## config.mk

```make
export PLATFORM = sky130hd
export DESIGN_NAME = mash11_dsm
export DESIGN_NICKNAME = d
export VERILOG_FILES = /design/src/rtl/mash_pkg.sv /design/src/rtl/dsm_acc_stage.sv /design/src/rtl/mash11_dsm.sv
export SDC_FILE = /design/constraint.sdc
export NUM_CORES = 1
export LEC_CHECK = 0
export ABC_CLOCK_PERIOD_IN_PS = 3300
export BUFFER_PORTS_ARGS = -buffer_cell sky130_fd_sc_hd__buf_4
export CAP_MARGIN = 40
export CORE_ASPECT_RATIO = 1.25
export CORE_UTILIZATION = 35
export CTS_CLUSTER_SIZE = 28
export DETAILED_ROUTE_END_ITERATION = 8
export HOLD_SLACK_MARGIN = 0.15
export PLACE_DENSITY = 0.6
export SYNTH_ARGS = -nofsm -noshare
export SYNTH_HDL_FRONTEND = slang
export SYNTH_SLANG_ARGS = --single-unit
export TNS_END_PERCENT = 100
```

## constraint.sdc

```tcl
create_clock -name aclk -period 3.3 [get_ports aclk]
set_clock_uncertainty 0.2 [all_clocks]
set_input_delay 0.33 -clock aclk [delete_from_list [all_inputs] [get_ports aclk]]
set_output_delay 0.33 -clock aclk [all_outputs]
set_load 0.05 [all_outputs]
```

## src/rtl/mash_pkg.sv

```systemverilog
// ============================================================================
// Module : mash_pkg
// Shared types and constants for the MASH 1-1 delta-sigma modulator.
// Rev    : 1.0  initial release
// ============================================================================
`default_nettype none

package mash_pkg;

    // Output level of the two-stage MASH: range {-1, 0, 1, 2}
    typedef logic signed [2:0] level_t;

    typedef enum logic [0:0] {
        ST_IDLE = 1'b0,
        ST_RUN  = 1'b1
    } state_t;

    // Fibonacci LFSR x^16+x^14+x^13+x^11+1, right-shifting form
    localparam logic [15:0] c_lfsr_seed = 16'hACE1;
    localparam logic [15:0] c_lfsr_taps = 16'h002D;

endpackage

`default_nettype wire

```

## src/rtl/dsm_acc_stage.sv

```systemverilog
// ============================================================================
// Module : dsm_acc_stage
// One first-order accumulator stage: registered residue and carry out, with
// the not-yet-registered residue exposed for chaining into the next stage.
// Rev    : 1.0  initial release
// ============================================================================
`default_nettype none

module dsm_acc_stage #(
    parameter int WIDTH = 16
) (
    input  logic             aclk,
    input  logic             arst_n,
    input  logic             i_en,
    input  logic [WIDTH-1:0] i_add,
    input  logic             i_cin,
    output logic [WIDTH-1:0] o_sum,
    output logic             o_carry
);

    logic [WIDTH-1:0] r_acc;
    logic             r_carry;
    logic [WIDTH:0]   w_sum;

    assign w_sum   = {1'b0, r_acc} + {1'b0, i_add} + {{WIDTH{1'b0}}, i_cin};
    assign o_sum   = w_sum[WIDTH-1:0];
    assign o_carry = r_carry;

    always_ff @(posedge aclk) begin
        if (!arst_n) begin
            r_acc   <= '0;
            r_carry <= 1'b0;
        end else if (i_en) begin
            r_acc   <= w_sum[WIDTH-1:0];
            r_carry <= w_sum[WIDTH];
        end
    end

endmodule

`default_nettype wire

```

## src/rtl/mash11_dsm.sv

```systemverilog
// ============================================================================
// Module : mash11_dsm
// MASH 1-1 delta-sigma modulator with AXI-Stream sample input, one-entry
// buffer and underrun flag. Define MASH11_DITHER_EN for LFSR carry-in dither.
// Rev    : 1.0  initial release
// ============================================================================
`default_nettype none

module mash11_dsm #(
    parameter int WIDTH    = 16,
    parameter int OSR_LOG2 = 5
) (
    input  logic             aclk,
    input  logic             arst_n,
    input  logic [WIDTH-1:0] s_axis_data_tdata,
    input  logic             s_axis_data_tvalid,
    output logic             s_axis_data_tready,
    output logic [2:0]       m_axis_data_tdata,
    output logic             m_axis_data_tvalid,
    output logic             underrun
);

    import mash_pkg::*;

    localparam logic [OSR_LOG2-1:0] c_cnt_last = '1;
    localparam logic [OSR_LOG2-1:0] c_cnt_one  = 1;

    state_t              r_state;
    logic [OSR_LOG2-1:0] r_cnt;
    logic [WIDTH-1:0]    r_buf;
    logic                r_buf_valid;
    logic [WIDTH-1:0]    r_hold;
    logic                r_underrun;
    logic                r_c2_d;
    level_t              r_level;
    logic                r_m_tvalid;

    logic                w_run;
    logic                w_tick;
    logic                w_accept;
    logic                w_cin;
    logic [WIDTH-1:0]    w_u;
    level_t              w_level;

    logic [WIDTH-1:0]    w_add   [2];
    logic                w_cin_s [2];
    logic [WIDTH-1:0]    w_sum   [2];
    logic                w_carry [2];

    assign w_run              = (r_state == ST_RUN);
    assign w_tick             = w_run && (r_cnt == c_cnt_last);
    assign s_axis_data_tready = ~r_buf_valid | w_tick;
    assign w_accept           = s_axis_data_tvalid & s_axis_data_tready;

    // Sample sequencing: hold feeds the modulator, buf stages the next sample
    always_ff @(posedge aclk) begin
        if (!arst_n) begin
            r_state     <= ST_IDLE;
            r_cnt       <= '0;
            r_buf       <= '0;
            r_buf_valid <= 1'b0;
            r_hold      <= '0;
            r_underrun  <= 1'b0;
        end else begin
            r_underrun <= 1'b0;
            case (r_state)
                ST_IDLE: begin
                    if (w_accept) begin
                        r_hold  <= s_axis_data_tdata;
                        r_cnt   <= '0;
                        r_state <= ST_RUN;
                    end
                end
                ST_RUN: begin
                    r_cnt <= r_cnt + c_cnt_one;
                    if (w_tick && r_buf_valid) begin
                        r_hold      <= r_buf;
                        r_buf_valid <= 1'b0;
                    end
                    if (w_tick && !r_buf_valid && !w_accept) begin
                        r_underrun <= 1'b1;
                    end
                    // A capture on the tick edge overrides the clear above
                    if (w_accept) begin
                        r_buf       <= s_axis_data_tdata;
                        r_buf_valid <= 1'b1;
                    end
                end
                default: r_state <= ST_IDLE;
            endcase
        end
    end

`ifdef MASH11_DITHER_EN
    logic [15:0] r_lfsr;

    always_ff @(posedge aclk) begin
        if (!arst_n) begin
            r_lfsr <= c_lfsr_seed;
        end else if (w_run) begin
            r_lfsr <= {^(r_lfsr & c_lfsr_taps), r_lfsr[15:1]};
        end
    end

    assign w_cin = r_lfsr[0];
`else
    assign w_cin = 1'b0;
`endif

    assign w_u        = {~r_hold[WIDTH-1], r_hold[WIDTH-2:0]};
    assign w_add[0]   = w_u;
    assign w_add[1]   = w_sum[0];
    assign w_cin_s[0] = w_cin;
    assign w_cin_s[1] = 1'b0;

    for (genvar g = 0; g < 2; g++) begin : g_stage
        dsm_acc_stage #(
            .WIDTH (WIDTH)
        ) u_stage (
            .aclk    (aclk),
            .arst_n  (arst_n),
            .i_en    (w_run),
            .i_add   (w_add[g]),
            .i_cin   (w_cin_s[g]),
            .o_sum   (w_sum[g]),
            .o_carry (w_carry[g])
        );
    end

    // Stage-2 carry is differentiated so its noise cancels over time
    assign w_level = $signed({2'b00, w_carry[0]}) + $signed({2'b00, w_carry[1]})
                   - $signed({2'b00, r_c2_d});

    always_ff @(posedge aclk) begin
        if (!arst_n) begin
            r_c2_d     <= 1'b0;
            r_level    <= '0;
            r_m_tvalid <= 1'b0;
        end else if (w_run) begin
            r_c2_d     <= w_carry[1];
            r_level    <= w_level;
            r_m_tvalid <= 1'b1;
        end else begin
            r_level    <= '0;
            r_m_tvalid <= 1'b0;
        end
    end

    assign m_axis_data_tdata  = r_level;
    assign m_axis_data_tvalid = r_m_tvalid;
    assign underrun           = r_underrun;

endmodule

`default_nettype wire

```

* Yosys cells after proc, flatten, opt, wreduce, memory -nomap -nowiden
Index checks and enable logic that the tools add are counted.
** Storage, ports and cells
- Register bits after elaboration :: 79
- Input port bits :: 19
- Output and inout bits :: 6
- Word-level logic and storage cells :: 48
** Operators by class
- Add/sub/neg operators :: 5
- Eq/ne operators :: 3
- Muxes and demuxes :: 11
- Bitwise gates (word level) :: 5
- Reduce and logical (&&, ||, !) cells :: 11
** Operators with widths (count)
- adder 16 x 16 -> 17 bit :: 2
- 2-to-1 mux 16 bit :: 2
- case mux 16 bit (2 select lines) :: 1
- case mux 5 bit (2 select lines) :: 1
- AND reduction 2 bit :: 4
- 2-to-1 mux 1 bit :: 6
- adder 5 x 1 -> 5 bit (second input constant) :: 1
- == test 5 bit (second input constant) :: 1
- 2-to-1 mux 5 bit :: 1
- logical AND 1 bit :: 4
- inverter 1 bit :: 3
- subtractor 2 x 1 -> 3 bit :: 1
- adder 1 x 1 -> 2 bit :: 1
- logical NOT 1 bit :: 2
- inequality test 2 x 1 -> 1 bit (second input constant) :: 1
- inequality test 2 bit (second input constant) :: 1
- nonzero test 2 bit :: 1
- AND 1 bit :: 1
- bitwise OR 1 bit :: 1

* Longest topological paths before layout
- Depth in word-level cells :: 7
- Gate-level depth with buffers :: 16
- Mapped depth without buffers :: 16

* Cells and area by module
From an unflattened synthesis, not the netlist that was laid out.
** Second synthesis, totals
- Cells, all modules :: 647
- Area total of the unflattened synthesis :: 5469.0 µm²
** Modules (own cells, without submodules)
- dsm_acc_stage :: instances 2, cells each 217, area an instance 1715.4 µm², seq. area each 340.3 µm²
- mash11_dsm :: instances 1, cells each 213, area an instance 2038.2 µm², seq. area each 900.9 µm²

* Least setup slack after synthesis
OpenSTA, ideal clock, no wires.
- Path kind :: register to register
- From :: reg g_stage[0].u_stage.r_acc[0]
- To :: reg g_stage[1].u_stage.r_carry
- Library setup time :: 125 ps
- Arrival :: 3338 ps
- Required time :: 2975 ps
- Setup slack :: -363 ps
- Stages on the path, launching flop included :: 17
- Buffers on the path :: 0
- Clock period less this slack :: 3663 ps
- Cell sequence :: dfxtp_1 ha_1 inv_1 fa_1 nor2b_1 o21a_1 o21ai_0 a21oi_1 a31oi_1 xnor2_1 ha_1 nand2_1 o21ai_0 a41o_1 a221o_2 a2111oi_4 nor3_1
** On the way
- Word-level cells in the longest chain between the ends :: 2
** Ends and longest elaborated chain
- start, declared :: RTL line dsm_acc_stage.sv:21 : logic [WIDTH-1:0] r_acc;
- start signal, assigned :: RTL line dsm_acc_stage.sv:34 : r_acc <= w_sum[WIDTH-1:0];
- adder 16 x 16 -> 17 bit :: RTL line dsm_acc_stage.sv:25 : assign w_sum = {1'b0, r_acc} + {1'b0, i_add} + {{WIDTH{1'b0}}, i_cin};
- net g_stage[0].u_stage.o_sum[10] :: RTL line dsm_acc_stage.sv:17 : output logic [WIDTH-1:0] o_sum,
- adder 16 x 16 -> 17 bit :: RTL line dsm_acc_stage.sv:25
- end signal, assigned :: RTL line dsm_acc_stage.sv:35 : r_carry <= w_sum[WIDTH];
- end, declared :: RTL line dsm_acc_stage.sv:22 : logic r_carry;
The timed path passes the listed nets, and every way through them passes these cells.
A chain may end at the register's enable or synchronous reset.

* Worst setup path after layout
- From :: reg r_hold[0]
- To :: reg g_stage[1].u_stage.r_carry
** On the way
- Word-level cells in the longest chain between the ends :: 2
** Ends and longest elaborated chain
- start, declared :: RTL line mash11_dsm.sv:32 : logic [WIDTH-1:0] r_hold;
- start signal, assigned :: RTL line mash11_dsm.sv:69 : r_hold <= s_axis_data_tdata;
- start signal, assigned :: RTL line mash11_dsm.sv:77 : r_hold <= r_buf;
- adder 16 x 16 -> 17 bit :: RTL line dsm_acc_stage.sv:25
- net g_stage[0].u_stage.o_sum[10] :: RTL line dsm_acc_stage.sv:17
- adder 16 x 16 -> 17 bit :: RTL line dsm_acc_stage.sv:25
The timed path passes the listed nets, and every way through them passes these cells.

==> out/results.md <==
| Stage | Quantity | Value |
|---|---|---|
| synth | Cell area after synthesis | 4750 sq um |
| sta | Setup TNS Final | -0.628 ns |
| detailed routing | Met2 WL post-DR | 5510 microns |
| floorplan | Placement row count | 47 |
| worst hold path | Hold crit path type | input port to flip-flop |
| worst setup path | Data arrival, critical path | 3.55 ns |
| synth | Gate count of the mapped netlist | 530 |
| sta | Final hold vios | 0 |
| pwr | Power Total | 3.09 mW |
| detailed routing | Routed vias | 4,217 |
| global route | Global route total overflow | 0 |
| worst setup path | Crit Path Max Fanout | 4 |
| sta | Setup repair after global routing missed its margin | true |
| sta | Slack of the critical path | -0.217 ns |
| synth | Share of synthesized area occupied by flip-flops and latches | 0.333 |
| global route | Vias in the first global route | 4,182 |
| floorplan | Die area | 14,000 sq um |
| pwr | Total power divided by cell area | 484 nW/um^2 |
| detailed routing | Post-route DRC | 0 |
| finish | Final nets | 690 |
| synth | Biggest area contributors in the synthesized netlist | sky130_fd_sc_hd__dfxtp_1, sky130_fd_sc_hd__ha_1, sky130_fd_sc_hd__mux2i_1 |
| global route | First-pass GRT wire length | 19,300 microns |
| synth | Total of flip-flops plus latches after synthesis | 79 |
| synth | Post-Synthesis Net Count | 590 |
| detailed routing | Length of routed wiring on met1 | 5100 microns |
| synth | Number of unique standard cell types used by synthesis | 59 |
| detailed routing | Count of nets left with antenna violations after detail routing | 0 |
| synth | Area fraction of the dominant cell type after synthesis | 0.333 |
| status | Outcome | complete, but fails checks |
| detailed routing | Total wire length after detailed routing | 11,400 microns |
| global route | Largest net degree at the start of global routing | 47 |
| clock tree | H-tree depth | 3 |
| sta | Setup violators final | 6 |
| place | Pre-CTS WS | -0.289 ns |
| clock tree | Number of buffers on the longest clock path | 2 |
| clock tree | # clock sinks | 79 |
| clock tree | CTS tree | done |
| synth | YS warnings | 0 |
| detailed routing | Wire length per cell after detailed routing | 14.1 microns |
| synth | Most frequent cell after synthesis | sky130_fd_sc_hd__dfxtp_1 |
| place | Final weighted congestion in routability-driven placement | 0.852 |
| clock tree | Clock-pin slew on the worst setup and hold paths | 0.06 ns |
| floorplan | Number of top-level pins | 25 |
| detailed routing | Avg Vias per Cell | 5.24 |
| finish | Multi-input gate area | 3250 sq um |
| worst setup path | Kind of end point of the critical path | flip-flop |
| clock tree | Cts bufs inserted | 9 |
| synth | Number of synthesized flops with an enable pin | 0 |
| worst setup path | Type of origin of the critical path | flip-flop |
| sta | Transition time of the tightest slew-check pin | 0.559 ns |
| sta | Final slew viol count | 0 |
| worst setup path | Worst Path Required | 3.33 ns |
| floorplan | Die Ht | 132 microns |
| floorplan | Starting Density | 0.359 |
| synth | Synthesized area divided by synthesized cell count | 8.96 sq um |
| finish | Area occupied by registers | 1590 sq um |
| detailed routing | Routed length on met3 | 414 microns |
| clock tree | CTS Root Buffer Type | sky130_fd_sc_hd__clkbuf_16 |
| synth | Fraction of registers with async set/reset | 0 |
| finish | Area growth from synthesis to layout | 34.4% |
| place | DPL Wire Length | 7660 microns |
| synth | Post-synth top flop | sky130_fd_sc_hd__dfxtp_1 |
| sta | Tightest slew margin relative to the limit | 0.627 |
| clock tree | Clock latency on the worst-skew pair | 0.35 ns |
| place | Buffers on Ports | 24 |
| run | Max capacitance violation total | 0 |
| pwr | Reported leakage power | 3.06 nW |
| status | Violated checks | negative setup slack |
| detailed routing | First-pass iteration count of the detailed router | 4 |
| sta | Final period util | 1.07 |
| global route | Antenna violations before repair | 0 |
| synth | Post-synth top cells | sky130_fd_sc_hd__dfxtp_1, sky130_fd_sc_hd__nand2_1, sky130_fd_sc_hd__mux2i_1 |
| detailed routing | Top routing layer used | met4 |
| pwr | VDD IR max | 0.258 mV |
| floorplan | Floorplan core area | 13,200 sq um |
| finish | Number of fill cells in the layout | 1,245 |
| global route | Total routing resource utilization after global routing | 0.170 |
| detailed routing | DRC marker count from the first detailed-route iteration | 131 |
| finish | Fraction of layout instances using a drive strength above 1 | 0.246 |
| sta | Max frequency | 284 MHz |
| sta | Tmin final | 3.52 ns |
| floorplan | Floorplan die width | 106 microns |
| synth | Biggest area consumer among synthesized cells | sky130_fd_sc_hd__dfxtp_1 |
| worst setup path | Setup CP Type | flip-flop to flip-flop |
| finish | Antenna diode count | 0 |
-- final timing paths --
| path | slack (ns) | cells after the start | endpoint | start |
|---|---|---|---|---|
| setup / recovery | -0.22 | 15 | g_stage[1].u_stage.o_carry | r_hold[0] |
| hold / removal | 0.24 | 2 | r_hold[7] | arst_n |
| setup reg to reg | -0.22 | 15 | g_stage[1].u_stage.o_carry | r_hold[0] |
| hold reg to reg | 0.27 | 2 | g_stage[1].u_stage.r_acc[12] | g_stage[1].u_stage.r_acc[12] |
-- kinds of logic (layout without fill, tap and decap cells) --
group	after synthesis	after routing	share of synthesized area
flip-flops	79	79	0.333
buffers and inverters	43	147	0.0353
XOR/XNOR	21	21	0.0387
multiplexers	47	47	0.0991
AND/OR/NAND/NOR	171	171	0.183
AO/OA/AOI/OAI	128	128	0.199
adder cells (fa/ha/maj)	41	41	0.111
-- stage by stage --
stage                     instances  hold WS, ns  cell area [sq um]   util
after floorplan                 530        0.209               4780      -
after global placement          760        0.247               5540  0.419
after detailed placement        760        0.262               5540  0.419
after CTS                       801        0.245               6220  0.470
after global routing            805        0.262               6380  0.482
final                           805        0.243               6380  0.482
-- placed cells by master (no fill, tap or decap), types with 15 or more instances in the layout --
master                          netlist  routed
sky130_fd_sc_hd__nor2b_1             33      32
sky130_fd_sc_hd__o21ai_0             20      15
sky130_fd_sc_hd__a21oi_1             25      18
sky130_fd_sc_hd__nor2_1              17      15
sky130_fd_sc_hd__buf_4                0     100
sky130_fd_sc_hd__dlygate4sd3_1        0      17
sky130_fd_sc_hd__nand2_1             52      51
sky130_fd_sc_hd__dfxtp_1             79      76
sky130_fd_sc_hd__o211a_1             18      18
sky130_fd_sc_hd__ha_1                39      37
sky130_fd_sc_hd__mux2i_1             47      47
sky130_fd_sc_hd__nand3_1             23      23
-- power breakdown --
part	internal [mW]	switching (mW)	leakage (nW)
logic	0.404	0.434	2.24
clock network	0.777	0.396	0.169
registers	1.03	0.0517	0.646
total	2.21	0.882	3.06
-- registers in the layout, summed over array words and instances (netlist names) --
signal                   cells
r_state                      1
r_cnt                        5
underrun                     1
r_buf_valid                  1
g_stage.u_stage.r_acc       32
g_stage.u_stage.o_carry      2
m_axis_data_tvalid           1
m_axis_data_tdata            3
r_hold                      16
r_buf                       16
r_c2_d                       1
-- layout make-up --
| cell class | count | area share |
|---|---|---|
| clock buffers | 12 | 0.0402 |
| clock inverters | 3 | 0.0141 |
| inverters | 13 | 0.00764 |
| multi-input cells | 408 | 0.508 |
| flip-flops and latches | 79 | 0.248 |
| well taps | 171 | 0.0335 |
| repair buffers | 119 | 0.148 |
-- metal layers --
layer,global-route usage,vias up
met2,0.288,76
met3,0.0316,27
met4,0.0833,0
met5,0,-
li1,-,2121
met1,0.205,1993
-- critical path: stages, from the launching register on --
cell	delay [ns]
sky130_fd_sc_hd__dfxtp_2	0.35
sky130_fd_sc_hd__ha_4	0.14
sky130_fd_sc_hd__inv_2	0.03
sky130_fd_sc_hd__fa_2	0.35
sky130_fd_sc_hd__nor2b_1	0.12
sky130_fd_sc_hd__o21a_1	0.20
sky130_fd_sc_hd__o21ai_4	0.09
sky130_fd_sc_hd__a21oi_4	0.21
sky130_fd_sc_hd__a31oi_2	0.12
sky130_fd_sc_hd__xnor2_1	0.14
sky130_fd_sc_hd__ha_1	0.31
sky130_fd_sc_hd__buf_6	0.15
sky130_fd_sc_hd__a41o_1	0.22
sky130_fd_sc_hd__a221o_2	0.41
sky130_fd_sc_hd__a2111oi_4	0.30
sky130_fd_sc_hd__nor3_1	0.07
-- what timing repair did --
item | 4_1_cts | 5_1_grt
setup buffers | 9 | 4
gates resized for setup | 20 | 25
endpoints found under the setup margin | 9 | 10
hold buffers | 17 | 0
endpoints found under the hold margin | 31 | 0
pin swaps | 20 | 12
(Power assumes the default switching activity.)
